### src/rtl/tnn_pkg.sv
// tnn_pkg: shared widths and sequencer state encoding for the TNN operand interface
package tnn_pkg;
  localparam int FEAT_W = 3;
  localparam int N_FEAT = 5;
  typedef enum logic [1:0] {COLLECT, DRAIN, EVAL, EMIT} tnn_seq_state_t;
endpackage

### src/rtl/tnn_operand_bank.sv
// tnn_operand_bank: N_FEAT operand lane registers with indexed write and zero-fill
// Ports: clk/rst_n, we writes din to lane idx; with zero_fill, lanes above idx clear
// in the same cycle; lanes drives the neuron operand inputs.
module tnn_operand_bank #(
  parameter int FEAT_W = tnn_pkg::FEAT_W,
  parameter int N_FEAT = tnn_pkg::N_FEAT,
  parameter int IW = $clog2(N_FEAT + 1)
) (
  input  logic                          clk,
  input  logic                          rst_n,
  input  logic                          we,
  input  logic                          zero_fill,
  input  logic [IW-1:0]                 idx,
  input  logic [FEAT_W-1:0]             din,
  output logic [N_FEAT-1:0][FEAT_W-1:0] lanes
);
  always_ff @(posedge clk or negedge rst_n)
    if (!rst_n) lanes <= '0;
    else if (we)
      for (int i = 0; i < N_FEAT; i++)
        if (i == int'(idx)) lanes[i] <= din;
        else if (zero_fill && i > int'(idx)) lanes[i] <= '0;
endmodule

### src/rtl/tnn_feature_sequencer.sv
// tnn_feature_sequencer: assembles feature beats into neuron operands and emits one decision per sample
// Ports: s_* feature stream in (valid/ready/last), nrn_a..nrn_e operand lanes and
// nrn_out decision from the combinational neuron, m_* decision stream out with
// error flag and sample index, pos_cnt saturating count of emitted positive decisions.
module tnn_feature_sequencer #(
  parameter int FEAT_W   = tnn_pkg::FEAT_W,
  parameter int N_FEAT   = tnn_pkg::N_FEAT,
  parameter int EVAL_CYC = 1,
  parameter int IDX_W    = 16
) (
  input  logic              clk,
  input  logic              rst_n,
  input  logic              s_valid,
  output logic              s_ready,
  input  logic [FEAT_W-1:0] s_data,
  input  logic              s_last,
  output logic [FEAT_W-1:0] nrn_a,
  output logic [FEAT_W-1:0] nrn_b,
  output logic [FEAT_W-1:0] nrn_c,
  output logic [FEAT_W-1:0] nrn_d,
  output logic [FEAT_W-1:0] nrn_e,
  input  logic              nrn_out,
  output logic              m_valid,
  input  logic              m_ready,
  output logic              m_data,
  output logic              m_err,
  output logic [IDX_W-1:0]  m_idx,
  output logic [IDX_W-1:0]  pos_cnt
);
  import tnn_pkg::*;
  localparam int CW = $clog2(N_FEAT + 1);
  tnn_seq_state_t state, nxt;
  logic [CW-1:0] cnt;
  logic [3:0] ev_cnt;
  logic err, acc, hs, last_feat, ev_done;
  logic [N_FEAT-1:0][FEAT_W-1:0] lanes;
  // s_ready depends only on registered state, so m_ready never reaches it combinationally
  assign s_ready = state == COLLECT || state == DRAIN;
  assign acc = s_valid && s_ready;
  assign hs = m_valid && m_ready;
  assign last_feat = cnt == CW'(N_FEAT - 1);
  assign ev_done = ev_cnt == 4'(EVAL_CYC - 1);
  tnn_operand_bank #(.FEAT_W(FEAT_W), .N_FEAT(N_FEAT), .IW(CW)) u_bank (
    .clk(clk), .rst_n(rst_n), .we(state == COLLECT && acc), .zero_fill(s_last),
    .idx(cnt), .din(s_data), .lanes(lanes)
  );
  assign {nrn_e, nrn_d, nrn_c, nrn_b, nrn_a} = lanes;
  always_ff @(posedge clk or negedge rst_n)
    if (!rst_n) state <= COLLECT;
    else state <= nxt;
  always_comb begin
    nxt = state;
    unique case (state)
      COLLECT: nxt = !acc ? COLLECT : s_last ? EVAL : last_feat ? DRAIN : COLLECT;
      DRAIN:   nxt = acc && s_last ? EVAL : DRAIN;
      EVAL:    nxt = ev_done ? EMIT : EVAL;
      EMIT:    nxt = hs ? COLLECT : EMIT;
    endcase
  end
  always_ff @(posedge clk or negedge rst_n)
    if (!rst_n) begin
      cnt <= '0;
      err <= 1'b0;
      ev_cnt <= '0;
      m_valid <= 1'b0;
      m_data <= 1'b0;
      m_err <= 1'b0;
      m_idx <= '0;
      pos_cnt <= '0;
    end else begin
      ev_cnt <= state == EVAL ? ev_cnt + 4'd1 : 4'd0;
      // a sample is well-formed only when s_last lands exactly on the final lane
      if (state == COLLECT && acc) begin
        cnt <= cnt + CW'(1);
        err <= s_last != last_feat;
      end
      if (state == EVAL && ev_done) begin
        m_valid <= 1'b1;
        m_data <= nrn_out;
        m_err <= err;
      end
      if (hs) begin
        m_valid <= 1'b0;
        m_idx <= m_idx + IDX_W'(1);
        pos_cnt <= m_data && !(&pos_cnt) ? pos_cnt + IDX_W'(1) : pos_cnt;
        cnt <= '0;
        err <= 1'b0;
      end
    end
endmodule
### config.mk
export PLATFORM = sky130hd
export DESIGN_NAME = tnn_feature_sequencer
export DESIGN_NICKNAME = d
export VERILOG_FILES = /design/src/rtl/tnn_pkg.sv /design/src/rtl/tnn_operand_bank.sv /design/src/rtl/tnn_feature_sequencer.sv
export SDC_FILE = /design/constraint.sdc
export NUM_CORES = 1
export LEC_CHECK = 0
export ABC_AREA = 1
export BUFFER_PORTS_ARGS = -buffer_cell sky130_fd_sc_hd__buf_2
export CAP_MARGIN = 15
export CORE_MARGIN = 2
export CORE_UTILIZATION = 40
export CTS_CLUSTER_SIZE = 40
export DETAILED_ROUTE_END_ITERATION = 8
export PLACE_DENSITY = 0.61
export SYNTH_ARGS = -nofsm -noshare
export SYNTH_HDL_FRONTEND = slang
export SYNTH_HIERARCHICAL = 1
export SYNTH_SLANG_ARGS = --single-unit
### constraint.sdc
create_clock -name clk -period 3.3 [get_ports clk]
set_input_delay 0.33 -clock clk [delete_from_list [all_inputs] [get_ports clk]]
set_output_delay 0.33 -clock clk [all_outputs]
set_load 0.01 [all_outputs]
# After elaboration in Yosys (flattened, before gate mapping)
# Cells that the tools add are included.
[totals]
ff_bits = 60
inputBits = 9
wordCells = 81
[op_classes]
addsub = 4
order_cmp = 4
eq_ne = 9
n_mux = 22
n_reduce_logical = 28
[op_table]
columns = ["cell", "n"]
rows = [
  ["$add 16x1->16 const B", 2],
  ["$mux 3", 10],
  ["$reduce_and 16->1", 1],
  ["$reduce_and 2->1", 6],
  ["$reduce_bool 2->1", 6],
  ["$logic_and 1x1->1", 10],
  ["$eq 3x3->1 const A", 3],
  ["$mux 2", 4],
  ["$pmux 2 s4", 1],
  ["$gt 2x3->1 const A", 2],
  ["$mux 1", 6],
  ["$add 4x1->4 const B", 1],
  ["$eq 2x2->1 const B", 2],
  ["$logic_not 4->1", 1],
  ["$mux 4", 1],
  ["$add 3x1->3 const B", 1],
  ["$eq 2x3->1 const A", 1],
  ["$eq 3x3->1 const B", 1],
  ["$gt 1x3->1 const A", 1],
  ["$gt 3x3->1 const A", 1],
  ["$logic_not 3->1", 1],
  ["$eq 2x1->1 const B", 1],
  ["$logic_not 2->1", 1],
  ["$logic_not 1->1", 1],
  ["other kinds (2)", 2],
]

# Longest topological paths before layout
[logic_depth]
depth_word = 6
mapped_depth = 10

# Hierarchy
# Netlist, hierarchy kept.
[modules_own_cells]
columns = ["mod", "n_inst", "cells_each", "area_per_inst_um2", "seq_area_each_um2"]
rows = [
  ["tnn_feature_sequencer", 1, 303, 2409.8, 1126.1],
  ["tnn_operand_bank", 1, 83, 668.1, 375.4],
]

# Worst setup path before layout
# OpenSTA, ideal clock, no wires.
[synth_path]
path_kind = "reg-to-reg"
from = "register pos_cnt[0]"
to = "register pos_cnt[14]"
setup_ns = 0.117
t_arrival_ns = 1.368
required_ns = 3.183
path_slack_ns = 1.816
stages_incl_launch_ff = 11
synth_period_minus_slack_ns = 1.484
path_cell_list = "dfrtp_1 -> ha_1 -> inv_1 -> nor2_4 -> nand2_4 -> nor2_4 -> nor2_4 -> buf_6 -> nand2_1 -> nand2_1 -> nand2_1"
[synth_between]
elab_chain_cells = 4
[synth_rtl]
columns = ["item", "line", "rtl"]
rows = [
  ["from (decl)", "tnn_feature_sequencer.sv:28", "output logic [IDX_W-1:0] pos_cnt"],
  ["from (signal assigned)", "tnn_feature_sequencer.sv:85", "pos_cnt <= m_data && !(&pos_cnt) ? pos_cnt + IDX_W'(1) : pos_cnt;"],
  ["branches (longest 4 deep; another with $add 16x1->16)", "-", ""],
]
# Parallel ways; which one is timed is not known.
# A chain may end at the register's enable or synchronous reset.

# Final worst setup path
[layout_path]
from = "register m_valid"
to = "register pos_cnt[14]"
[layout_between]
elab_chain_cells = 2
[layout_rtl]
columns = ["item", "line", "rtl"]
rows = [
  ["from (decl)", "tnn_feature_sequencer.sv:23", "output logic m_valid,"],
  ["from (signal assigned)", "tnn_feature_sequencer.sv:65", "m_valid <= 1'b0;"],
  ["from (signal assigned)", "tnn_feature_sequencer.sv:78", "m_valid <= 1'b1;"],
  ["from (signal assigned)", "tnn_feature_sequencer.sv:83", "m_valid <= 1'b0;"],
  ["$logic_and 1x1->1", "tnn_feature_sequencer.sv:40", "assign hs = m_valid && m_ready;"],
  ["$reduce_and 2->1 (no line)", "-", ""],
]
# Every way passes these cells.

==> summary.md <==
| Metric | Value |
|---|---|
| Outcome | finished clean |
| Setup-failing EPs final | 0 |
| Drt wl/cell | 11.77 µm |
| Vias per Instance | 4.659 |
| Worst Path Required | 3.53 ns |
| Crit-path max cell delay | 0.52 ns |
| Core Region | 7370 µm² |
| Sequential area share after synthesis | 0.4878 |
| Top post-synthesis cells by area | dfrtp_1 (49%), nand2_1 (15%), nand3_1 (7.8%) |
| Final Slew Violations | 0 |
| CTS resizes | 0 |
| Final worst path period share | 0.5648 |
| Clk pin slew, worst setup/hold paths | 0.07 ns |
| IO Pins | 60 |
| Final #Nets | 470 |
| Final worst slack | 1.436 ns |
| CP top delay family | simple AND/OR/NAND/NOR gates |
| Slew margin rel. | 0.5708 |
| CP Data Arrival Time | 2.09 ns |
| FF+latch count, synth | 60 |
| Final hold slack | 0.2529 ns |
| Cells after synthesis | 386 |
| Vias in the first global route | 2549 |
| Antenna cells | 0 |
| HP Class | input port to flip-flop |
| DRT iter0 DRCs | 75 |
| GP Congestion | 0.7774 |
| Place WS | 1.408 ns |
| Net Count, Synth | 402 |
| CTS Buf Count | 9 |
| Post-synth top flop | dfrtp_1 |
| Sw Pwr | 0.8340 mW |
| # H-tree levels | 3 |
| DRC errors left | 0 |
| Mean Syn Cell Area | 7.974 µm² |
| Startpoint Class | flip-flop |
| Ys async rst share | 1.000 |
| Die area | 8413 µm² |
| Sw frac | 0.3394 |
| Buf+Inv Stages, Crit Path | 1 |
| Clk_lat worst skew | 0.34 ns |
| Yosys warning count | 6 |
| WS Path Type | flip-flop to flip-flop |
| Largest net degree at the start of global routing | 45 |
| CTS tree | yes |
| Critical Path Source | m_valid |
| Worst setup endpoint | pos_cnt[14] |
| Starting Density | 0.4177 |
| Synth top area share | 0.4878 |
| TritonRoute pass-1 iters | 4 |
| Most numerous cell in the Yosys netlist | nand2_1 |
| Cells on worst reg2reg path | 7 |
| Internal Pwr Total | 1.623 mW |
| F_max | 536.5 MHz |
| RR Endpoint | pos_cnt[14] |
| Dpl hpwl | 4780 µm |
| Unique masters post-synth | 28 |
| Hold Vio Cnt, Final | 0 |
| Max-Cap Viols | 0 |
| Via count | 2600 |
| Clock skew | 0.005809 ns |
| Clock Sink Count | 60 |
| Area grow syn2layout | 20.69% |
| Crit-path cells | nand2_2 > inv_1 > nand2_1 > nor3_1 > nand2_1 > nand2_1 > nand2_1 |
| Crit path time final | 1.864 ns |
| Clk pwr share | 0.314 |
| Worst setup EP type | flip-flop |
| Tot GR Track Use | 0.1713 |
| Worst-Margin Slew | 0.6431 ns |
| Area leader, netlist | dfrtp_1 |
| Worst R2R Start | m_valid |
| Clock root buffer | clkbuf_8 |
| Antenna violations before repair | 0 |
| Die width | 91.72 µm |
| Maximum vdd ir drop | 0.3001 mV |
| Critical Path Slowest Stage Cell | inv_1 |
| Flop-to-flop setup slack | 1.44 ns |
| Post-synth top cells | nand2_1 (119), dfrtp_1 (60), inv_1 (52), nand3_1 (48), nor2_1 (34) |
| RSZ-0062 raised after global routing | false |
| Row cnt | 31 |
| Leak pwr | 2.040 nW |
| Share of cells above drive strength 1 | 0.2113 |
| Mapped Area | 3078 µm² |
| First-pass GRT wire length | 11680 µm |
| Cell Pwr Density | 661.4 nW/µm² |
| EDFF count, synth | 0 |
| Sequential share of power | 0.420 |
| Crit path depth | 7 |
| Logic gate share of total power | 0.266 |
| Detail Route Antenna Nets | 0 |
| Total gr overflow | 0 |
| Routed WL | 6570 µm |
| Max clock buf depth | 2 |
| Post-CTS Setup Bufs | 0 |
| Chip height | 91.72 µm |
| IO buf count | 59 |
| CP Max Fanout | 20 |
| Setup TNS Final | 0 ns |
| Most frequent CP cell | nand2_1 |
==> cell families after synthesis <==
| group | Yosys count | share of synthesized area |
|---|---|---|
| flops | 60 | 0.4878 |
| xor+xnor | 16 | 0.04553 |
| buf+inv | 60 | 0.08008 |
| fa+ha+maj | 7 | 0.02845 |
| simple gates | 226 | 0.3264 |
| compound gates | 16 | 0.02805 |
| mux | 1 | 0.003658 |
==> repair_timing <==
| action | in CTS | in global routing |
|---|---|---|
| endpoints found under the hold margin | 16 | 0 |
| hold buffers | 1 | 0 |
| setup endpoints to repair | 0 | 0 |
==> metrics by stage <==
step                      cells  total power [mW]  utilization  cell area, µm²
after floorplan             386             1.476            -            3078
after global placement      541             1.687       0.4708            3470
after detailed placement    541             1.710       0.4708            3470
after CTS                   558             2.487       0.5041            3715
after global routing        558             2.629       0.5041            3715
final                       558             2.457       0.5041            3715
==> sequential cells by signal, summed over array words and instances (netlist names) <==
name / count
pos_cnt: 16
m_err: 1
m_valid: 1
state: 2
err: 1
cnt: 3
ev_cnt: 4
m_idx: 16
u_bank/lanes: 15
m_data: 1
==> cells in the final DEF, fill, tap and decap left out, types with 2 or more instances in the layout <==
cell | Yosys | final
nand2_1 | 119 | 119
dfrtp_1 | 60 | 60
buf_2 | 1 | 59
inv_1 | 52 | 52
nand3_1 | 48 | 48
nor2_1 | 34 | 34
clkbuf_8 | 0 | 12
o21ai_0 | 8 | 8
xor2_1 | 8 | 8
xnor2_1 | 8 | 8
ha_1 | 7 | 7
nand2_2 | 5 | 5
a21oi_1 | 5 | 5
nor2_4 | 4 | 4
nand4_1 | 4 | 4
nor3_1 | 4 | 4
nor2_2 | 3 | 3
clkinv_2 | 1 | 3
inv_2 | 3 | 3
nand2_4 | 2 | 2
bufinv_16 | 0 | 2
==> power by group through the flow <==
| stage | sequential (mW) | clock [mW] | combinational [mW] |
|---|---|---|---|
| 2_1_floorplan | 1.08 | 0 | 0.397 |
| 3_3_place_gp | 1.04 | 0 | 0.647 |
| 3_5_place_dp | 1.05 | 0 | 0.665 |
| 4_1_cts | 1.03 | 0.786 | 0.668 |
| 5_1_grt | 1.06 | 0.822 | 0.751 |
| 6_report | 1.03 | 0.770 | 0.655 |
==> worst min-delay path, cell delays in order <==
cell and delay, ns:
buf_2 0.08, nor2_1 0.04, a21oi_1 0.10
==> routing by layer <==
layer  vias up  global-route usage  share of wire
met4         0             0.06343          0.016
met5         -                   0              0
li1       1338                   -              -
met3         7             0.05012          0.050
met1      1204              0.2164           0.47
met2        51              0.2788           0.46
==> layout make-up <==
class / instances / area (µm²)
clock buffer: 12 / 165.2
fill: 748 / 3655
multi-input combinational: 266 / 1330
clock inverter: 4 / 70.07
inverter: 56 / 211.5
tap: 99 / 123.9
timing repair buffer: 61 / 312.8
sequential: 60 / 1501
==> worst min-delay path by stage <==
stage                       start   endpoint  slack, ns  cells after the start
after floorplan             rst_n     cnt[0]       0.03                      0
final                     nrn_out     m_data       0.25                      3
after global placement      rst_n  ev_cnt[2]       0.29                      1
after detailed placement    rst_n  ev_cnt[2]       0.29                      1
after global routing      nrn_out     m_data       0.27                      3
after CTS                 nrn_out     m_data       0.25                      3
Power figures use the tool's default switching activity.
